<file path="src/rtl/mcp_mem_pkg.sv">
// rtl/mcp_mem_pkg.sv - shared size encodings, store FSM states and byte masks
// Purpose: common definitions for the store alignment path.
// Ports: none (package).
package mcp_mem_pkg;

  localparam logic [1:0] SIZE_BYTE = 2'd0;
  localparam logic [1:0] SIZE_HALF = 2'd1;
  localparam logic [1:0] SIZE_WORD = 2'd2;  // 2'd3 is also treated as word

  localparam logic [3:0] MASK_BYTE = 4'b0001;
  localparam logic [3:0] MASK_HALF = 4'b0011;
  localparam logic [3:0] MASK_WORD = 4'b1111;

  typedef enum logic [1:0] {
    ST_IDLE  = 2'd0,
    ST_WR_LO = 2'd1,
    ST_WR_HI = 2'd2
  } store_state_t;

  function automatic logic [3:0] size_mask(input logic [1:0] size);
    case (size)
      SIZE_BYTE: size_mask = MASK_BYTE;
      SIZE_HALF: size_mask = MASK_HALF;
      default:   size_mask = MASK_WORD;
    endcase
  endfunction

  // A store splits when its bytes run past lane 3 of the addressed word.
  function automatic logic needs_split(input logic [1:0] size, input logic [1:0] off);
    case (size)
      SIZE_BYTE: needs_split = 1'b0;
      SIZE_HALF: needs_split = (off == 2'd3);
      default:   needs_split = (off != 2'd0);
    endcase
  endfunction

endpackage

</file>
<file path="src/rtl/store_lane_shift.sv">
// rtl/store_lane_shift.sv - moves store mask/data onto memory byte lanes
// Purpose: combinational lane placement for the low or high word of a store.
// Ports:
//   mask  - right-justified byte mask of the store size
//   data  - right-justified store data
//   off   - byte offset within the word
//   hi    - 1 selects the spill-over (second) word of a split store
//   be    - byte enables for the selected word
//   wdata - lane-aligned write data for the selected word
module store_lane_shift
  import mcp_mem_pkg::*;
(
  input  logic [3:0]  mask,
  input  logic [31:0] data,
  input  logic [1:0]  off,
  input  logic        hi,
  output logic [3:0]  be,
  output logic [31:0] wdata
);

  // Byte distance from the store start to the next word boundary.
  logic [2:0] hi_sh;

  always_comb begin
    hi_sh = 3'd4 - {1'b0, off};
    if (hi) begin
      be    = mask >> hi_sh;
      wdata = data >> {hi_sh, 3'b000};
    end else begin
      be    = mask << off;
      wdata = data << {off, 3'b000};
    end
  end

endmodule

</file>
<file path="src/rtl/mem_store_align.sv">
// rtl/mem_store_align.sv - aligns byte/half/word stores onto a word-wide memory
// Purpose: accepts one store, issues one or two lane-aligned word writes.
// Ports:
//   clk, rst                        - clock, asynchronous active-high reset
//   req_valid/req_ready             - store request handshake
//   req_addr, req_data, req_size    - byte address, right-justified data, size
//   mem_we, mem_addr, mem_wdata,
//   mem_be, mem_ack                 - word write port, held until mem_ack
//   done                            - pulse after the final write is acked
//   err                             - pulse when a misaligned store is rejected
module mem_store_align
  import mcp_mem_pkg::*;
#(
  parameter int SPLIT_EN = 1
) (
  input  logic        clk,
  input  logic        rst,
  input  logic        req_valid,
  output logic        req_ready,
  input  logic [31:0] req_addr,
  input  logic [31:0] req_data,
  input  logic [1:0]  req_size,
  output logic        mem_we,
  output logic [31:0] mem_addr,
  output logic [31:0] mem_wdata,
  output logic [3:0]  mem_be,
  input  logic        mem_ack,
  output logic        done,
  output logic        err
);

  store_state_t state, state_nxt;
  logic [31:0]  addr_q, data_q;
  logic [1:0]   size_q;
  logic         done_nxt, err_nxt;
  logic         split_q;
  logic [31:0]  lo_addr;
  logic [3:0]   lane_be;
  logic [31:0]  lane_wdata;

  assign split_q = needs_split(size_q, addr_q[1:0]);
  assign lo_addr = {addr_q[31:2], 2'b00};

  store_lane_shift u_lane (
    .mask  (size_mask(size_q)),
    .data  (data_q),
    .off   (addr_q[1:0]),
    .hi    (state == ST_WR_HI),
    .be    (lane_be),
    .wdata (lane_wdata)
  );

  always_ff @(posedge clk or posedge rst) begin
    if (rst) begin
      state  <= ST_IDLE;
      addr_q <= 32'd0;
      data_q <= 32'd0;
      size_q <= 2'd0;
      done   <= 1'b0;
      err    <= 1'b0;
    end else begin
      state <= state_nxt;
      done  <= done_nxt;
      err   <= err_nxt;
      if (req_valid && req_ready) begin
        addr_q <= req_addr;
        data_q <= req_data;
        size_q <= req_size;
      end
    end
  end

  always_comb begin
    state_nxt = state;
    done_nxt  = 1'b0;
    err_nxt   = 1'b0;
    req_ready = 1'b0;
    mem_we    = 1'b0;
    mem_addr  = 32'd0;
    mem_be    = 4'd0;
    mem_wdata = 32'd0;
    case (state)
      ST_IDLE: begin
        req_ready = 1'b1;
        if (req_valid) begin
          // Rejected stores are consumed here and never reach the write port.
          if ((SPLIT_EN == 0) && needs_split(req_size, req_addr[1:0])) begin
            err_nxt = 1'b1;
          end else begin
            state_nxt = ST_WR_LO;
          end
        end
      end
      ST_WR_LO: begin
        mem_we    = 1'b1;
        mem_addr  = lo_addr;
        mem_be    = lane_be;
        mem_wdata = lane_wdata;
        if (mem_ack) begin
          if (split_q) begin
            state_nxt = ST_WR_HI;
          end else begin
            state_nxt = ST_IDLE;
            done_nxt  = 1'b1;
          end
        end
      end
      ST_WR_HI: begin
        mem_we    = 1'b1;
        mem_addr  = lo_addr + 32'd4;  // wraps past 0xFFFFFFFC
        mem_be    = lane_be;
        mem_wdata = lane_wdata;
        if (mem_ack) begin
          state_nxt = ST_IDLE;
          done_nxt  = 1'b1;
        end
      end
      default: state_nxt = ST_IDLE;
    endcase
  end

endmodule

</file>
<file path="config.mk">
export PLATFORM = sky130hd
export DESIGN_NAME = mem_store_align
export DESIGN_NICKNAME = d
export VERILOG_FILES = /design/src/rtl/mcp_mem_pkg.sv /design/src/rtl/store_lane_shift.sv /design/src/rtl/mem_store_align.sv
export SDC_FILE = /design/constraint.sdc
export NUM_CORES = 1
export LEC_CHECK = 0
export CAP_MARGIN = 0
export CORE_MARGIN = 1.5
export CORE_UTILIZATION = 49
export DETAILED_ROUTE_END_ITERATION = 7
export PLACE_DENSITY_LB_ADDON = 0.25
export SLEW_MARGIN = 5
export SYNTH_ARGS = -nofsm -noshare
export SYNTH_HDL_FRONTEND = slang
export SYNTH_SLANG_ARGS = --single-unit
</file>
<file path="constraint.sdc">
create_clock -name clk -period 2.89 [get_ports clk]
set_clock_uncertainty 0.1 [all_clocks]
set_input_delay 0.4335 -clock clk [delete_from_list [all_inputs] [get_ports clk]]
set_output_delay 0.4335 -clock clk [all_outputs]
set_load 0.05 [all_outputs]
</file>
## After elaboration in Yosys (flattened, before gate mapping)

Cells that the tools add are included.

| operators by class | value |
|---|---|
| mux-type cells | 18 |
| shift-type cells | 4 |
| $add $sub $neg | 2 |
| reductions and logical operators | 6 |
| equality and inequality tests | 7 |

Operators by type and width:

| operator | count |
|---|---|
| $mux W32 | 2 |
| $pmux W32 S2 | 1 |
| $add A32 B3 Y32 const B | 1 |
| $shl A32 B5 Y32 | 1 |
| $shr A32 B6 Y32 | 1 |
| $mux W2 | 4 |
| $mux W4 | 2 |
| $pmux W4 S2 | 1 |
| $ne A2 B2 Y1 const B | 3 |
| $pmux W2 S3 | 1 |
| $mux W1 | 5 |
| $eq A2 B1 Y1 const B | 2 |
| $eq A2 B2 Y1 const B | 2 |
| $logic_not A2 Y1 | 2 |
| $pmux W1 S2 | 2 |
| $shl A4 B2 Y4 | 1 |
| $shr A4 B3 Y4 | 1 |
| $reduce_and A3 Y1 | 1 |
| $sub A3 B2 Y3 const A | 1 |
| $reduce_bool A2 Y1 | 1 |
| $reduce_or A2 Y1 | 1 |
| $logic_and A1 B1 Y1 | 1 |

| storage, ports and cells | value |
|---|---|
| word-level logic and storage cells | 42 |
| output and inout port bits | 72 |
| flip-flop bits (word level) | 69 |
| input port bits | 70 |

## Depth between registers and ports, before layout

| logic depth | value |
|---|---|
| word-level depth | 5 |
| depth in mapped cells | 9 |
| depth with buffers taken out | 7 |

## By module

Synthesis repeated with hierarchy kept, for this count alone.

| second synthesis, totals | value |
|---|---|
| cell total of the unflattened synthesis | 535 |
| area, all modules | 5,042.3 µm² |

By module, submodules not included:

| module | cells each | area each (µm²) | seq. area each (µm²) | instances |
|---|---|---|---|---|
| mem_store_align | 388 | 3,963.8 | 1,726.7 | 1 |
| store_lane_shift | 147 | 1,078.5 | 0.0 | 1 |

## Least setup slack after synthesis

Ideal clock, no wire load.

| path | value |
|---|---|
| kind | register to output |
| start | register state[1] |
| end | output mem_addr[18] |
| setup slack | -0.765 ns |
| arrival | 3.122 ns |
| cell stages (with the launch flop) | 6 |
| path buffers | 1 |
| path through | dfrtp_1 inv_1 ha_1 nand2_1 clkbuf_1 o41ai_1 |

| between the ends | value |
|---|---|
| word-level cells in the longest chain between the ends | 2 |

Ends and longest elaborated chain:

| item | RTL line | RTL |
|---|---|---|
| start: declaration | mem_store_align.sv:32 | `store_state_t state, state_nxt;` |
| start signal: assignment | mem_store_align.sv:62 | `state <= state_nxt;` |
| $eq A2 B2 Y1 or $eq A2 B1 Y1 (tied branches) | mem_store_align.sv:82 | `case (state)` |
| $pmux W32 S2 (*) | mem_store_align.sv:82 |  |
| end: declaration | mem_store_align.sv:24 | `output logic [31:0] mem_addr,` |

Every way passes the cells marked *; elsewhere a longest branch is shown, timed or not.

## Final worst setup path

| path | value |
|---|---|
| start | register addr_q[12] |
| end | output mem_addr[30] |

| between the ends | value |
|---|---|
| word-level cells in the longest chain between the ends | 2 |

Ends and longest elaborated chain:

| item | RTL line | RTL |
|---|---|---|
| start: declaration | mem_store_align.sv:33 | `logic [31:0] addr_q, data_q;` |
| start signal: assignment | mem_store_align.sv:66 | `addr_q <= req_addr;` |
| $add A32 B3 Y32 | mem_store_align.sv:110 | `mem_addr = lo_addr + 32'd4;` |
| $pmux W32 S2 | mem_store_align.sv:82 |  |

Every way passes these cells.

==> results.json <==
{
  "status": "finished clean",
  "clock_sinks": 69,
  "fmax_ghz": 0.356,
  "core_area_mm2": 0.0102,
  "drc": 0,
  "finalCriticalPeriod_ns": 2.81,
  "syn-cell-area_mm2": 0.00514,
  "via_count": 5079,
  "cap_viol_max_count": 0,
  "wl_per_cell_um": 19.3,
  "cp-start-kind": "register",
  "top_layer_used": "met4",
  "whs_ns": 0.346,
  "ff2ff_setup_slack_ns": 1.01,
  "cts_buffers": 9,
  "wl_met1_um": 6570,
  "dpl_worst_slack_ns": 0.207,
  "grt_max_degree": 60,
  "setup_viol": 0,
  "crit_type": "register to output pin",
  "hold_viol_final": 0,
  "cts_tree": "done",
  "drive_gt1_share_pct": 36.4,
  "row_count": 37,
  "design.portCount": 142,
  "clock_latency_ns": 0.34,
  "r2r_end": "data_q[8]",
  "ys_seq_area_share_pct": 33.6,
  "grt_pass1_vias": 5052,
  "cts_root_buffer": "clkbuf_8",
  "ant_nets": 0,
  "gr-usage-all-layers_pct": 29.1,
  "synthToLayoutAreaGrowth_pct": 52.3,
  "postLayoutCoreUtil_pct": 76.5,
  "cts_max_path_buffers": 2,
  "place_hpwl_um": 11700,
  "yosys_warnings": 0,
  "grt_first_pass_wirelength_um": 25700,
  "via_per_inst": 6.08,
  "synth.distinct_cells": 58,
  "met2_length_um": 8100,
  "drt_wl_total_um": 16100,
  "worstPathArrival_ns": 2.28,
  "ys.flop_type": "dfrtp_1",
  "required_ns": 2.36,
  "final_net_count": 771,
  "syn_area_per_cell_um2": 9.36,
  "drt_iter0_drc": 218,
  "routabilityCongestion": 0.892,
  "slew_viol_final": 0,
  "io_buffers": 138,
  "h-tree-depth": 3,
  "die_x_um": 105,
  "reg2reg_depth": 5,
  "antenna_found_initial": 0,
  "crit_fanout": 7,
  "fillers": 692,
  "grt.overflow.total": 0,
  "cts.clk_slew.worst_paths_ns": 0.08,
  "worst_slack_ns": 0.0805,
  "rsz0062_at_grt": "yes",
  "period_share_pct": 97.2,
  "antennaDiodeCount": 0,
  "slew_headroom_pct": 61.1,
  "fp.dieH_um": 105,
  "route.met3.wl_um": 1010,
  "synth-edff-count": 0,
  "r2r-start": "state[0]",
  "tightest_slew_ns": 0.582,
  "worstSetupEndpointType": "output pin",
  "hp-class": "primary input to asynchronous set/reset pin",
  "dr.pass1.iters": 5,
  "synthCells": 549,
  "async_flop_share_pct": 100,
  "start_util_pct": 50.2,
  "die-area_mm2": 0.0111,
  "ys_ff_latch": 69
}
worst max-delay path: stages, from the launching register on:
cell     delay, ns
dfrtp_1       0.46
nand2_1       0.21
nor3_4        0.36
nand2_4       0.13
or4_1         0.47
nand3_1       0.14
buf_12        0.15
what timing repair did:
action                                  4_1_cts  5_1_grt
hold buffers                                  0        0
pin swaps                                     4        5
gates resized for setup                      10       28
endpoints found under the setup margin       28       43
setup buffers                                 6       10
cell usage after synthesis, drive strengths merged (4+ instances only):
master / count / area (um2)
nor3: 8 / 51.3
and3b: 8 / 70.1
dfrtp: 69 / 1730
clkbuf: 21 / 80.1
nand2: 46 / 180
nor4: 4 / 46.3
mux4: 6 / 135
and2: 20 / 125
a31oi: 9 / 56.3
nand3: 17 / 97.6
and3: 7 / 46.3
nand4: 13 / 96.3
a21oi: 36 / 180
mux2i: 44 / 440
a22oi: 7 / 52.6
buf: 20 / 105
a21boi: 6 / 45.0
o21ai: 23 / 115
nor2: 34 / 138
o22ai: 25 / 156
nor2b: 9 / 56.3
ha: 6 / 75.1
inv: 10 / 37.5
mux2: 66 / 743
final cells by class:
cell class | instances | area, um2 | area share [%]
Clock inverter | 5 | 82.6 | 1.06
Clock buffer | 11 | 151 | 1.94
Timing Repair Buffer | 174 | 2220 | 28.4
Sequential cell | 69 | 1740 | 22.2
Tap cell | 136 | 170 | 2.17
Multi-Input combinational cell | 431 | 3420 | 43.7
Inverter | 10 | 37.5 | 0.480
cells by family (layout without fill, tap and decap cells):
kind of cell / count (synthesis) / in the layout / synth area share [%]
mux: 116 / 116 / 25.7
other cells: 1 / 3 / 0.0730
fa+ha+maj: 7 / 7 / 1.66
compound gates: 127 / 127 / 15.2
buf+inv: 51 / 200 / 4.34
simple gates: 172 / 172 / 18.4
xor+xnor: 6 / 6 / 1.02
flops: 69 / 69 / 33.6
sequential cells by signal, summed over array words and instances (netlist names):
register  flops
data_q       32
size_q        2
done          1
addr_q       32
state         2
per-layer routing:
| metal | up-vias | global-route usage, % |
|---|---|---|
| li1 | 2315 | - |
| met1 | 2476 | 36.0 |
| met2 | 244 | 50.7 |
| met3 | 44 | 5.26 |
| met4 | 0 | 10.2 |
| met5 | - | 0 |
layout by cell type (no fill, tap or decap), types with 4 or more instances in the layout:
cell             netlist  final
nand3_1               16     15
nand4_1               12     12
o22ai_1               25     25
and3_1                 5      5
nor3_1                 7      6
and3b_1                8      8
clkbuf_8               0     11
a21boi_2               0      6
mux2_2                66     66
nor2b_1                9      7
a31oi_2                0      4
mux2i_1               44     43
clkdlybuf4s50_1        0     71
dfrtp_2                0     11
mux4_2                 6      6
a31oi_1                9      5
nor2_1                32     29
nand2_2                0      4
buf_4                  4     41
nand2_1               45     41
buf_6                  0      4
dfrtp_1               69     58
o21ai_0               23     15
and2_1                19     18
o21ai_2                0      6
a21oi_1               36     36
buf_12                 0     58
inv_1                 10      8
a22oi_1                7      7
stage by stage:
step | instances | instance area [um2] | setup TNS (ns)
floorplan | 551 | 5290 | -0.108
global placement | 804 | 7360 | 0
detailed placement | 804 | 7360 | 0
CTS | 826 | 7670 | 0
global route | 836 | 7820 | -0.0504
finish | 836 | 7820 | 0
how the worst max path moves through the flow:
stage          startpoint             to  depth (start not counted)
6_report       addr_q[12]   mem_addr[30]                          6
5_1_grt        addr_q[12]   mem_addr[30]                          6
4_1_cts         addr_q[9]   mem_addr[31]                          6
3_5_place_dp     state[0]  mem_wdata[25]                          8
3_3_place_gp   addr_q[22]   mem_addr[31]                          6
2_1_floorplan    state[1]   mem_addr[18]                          5
Power is not shown: default switching activity piles up to over one toggle a cycle in this logic, so the estimate is an artifact.
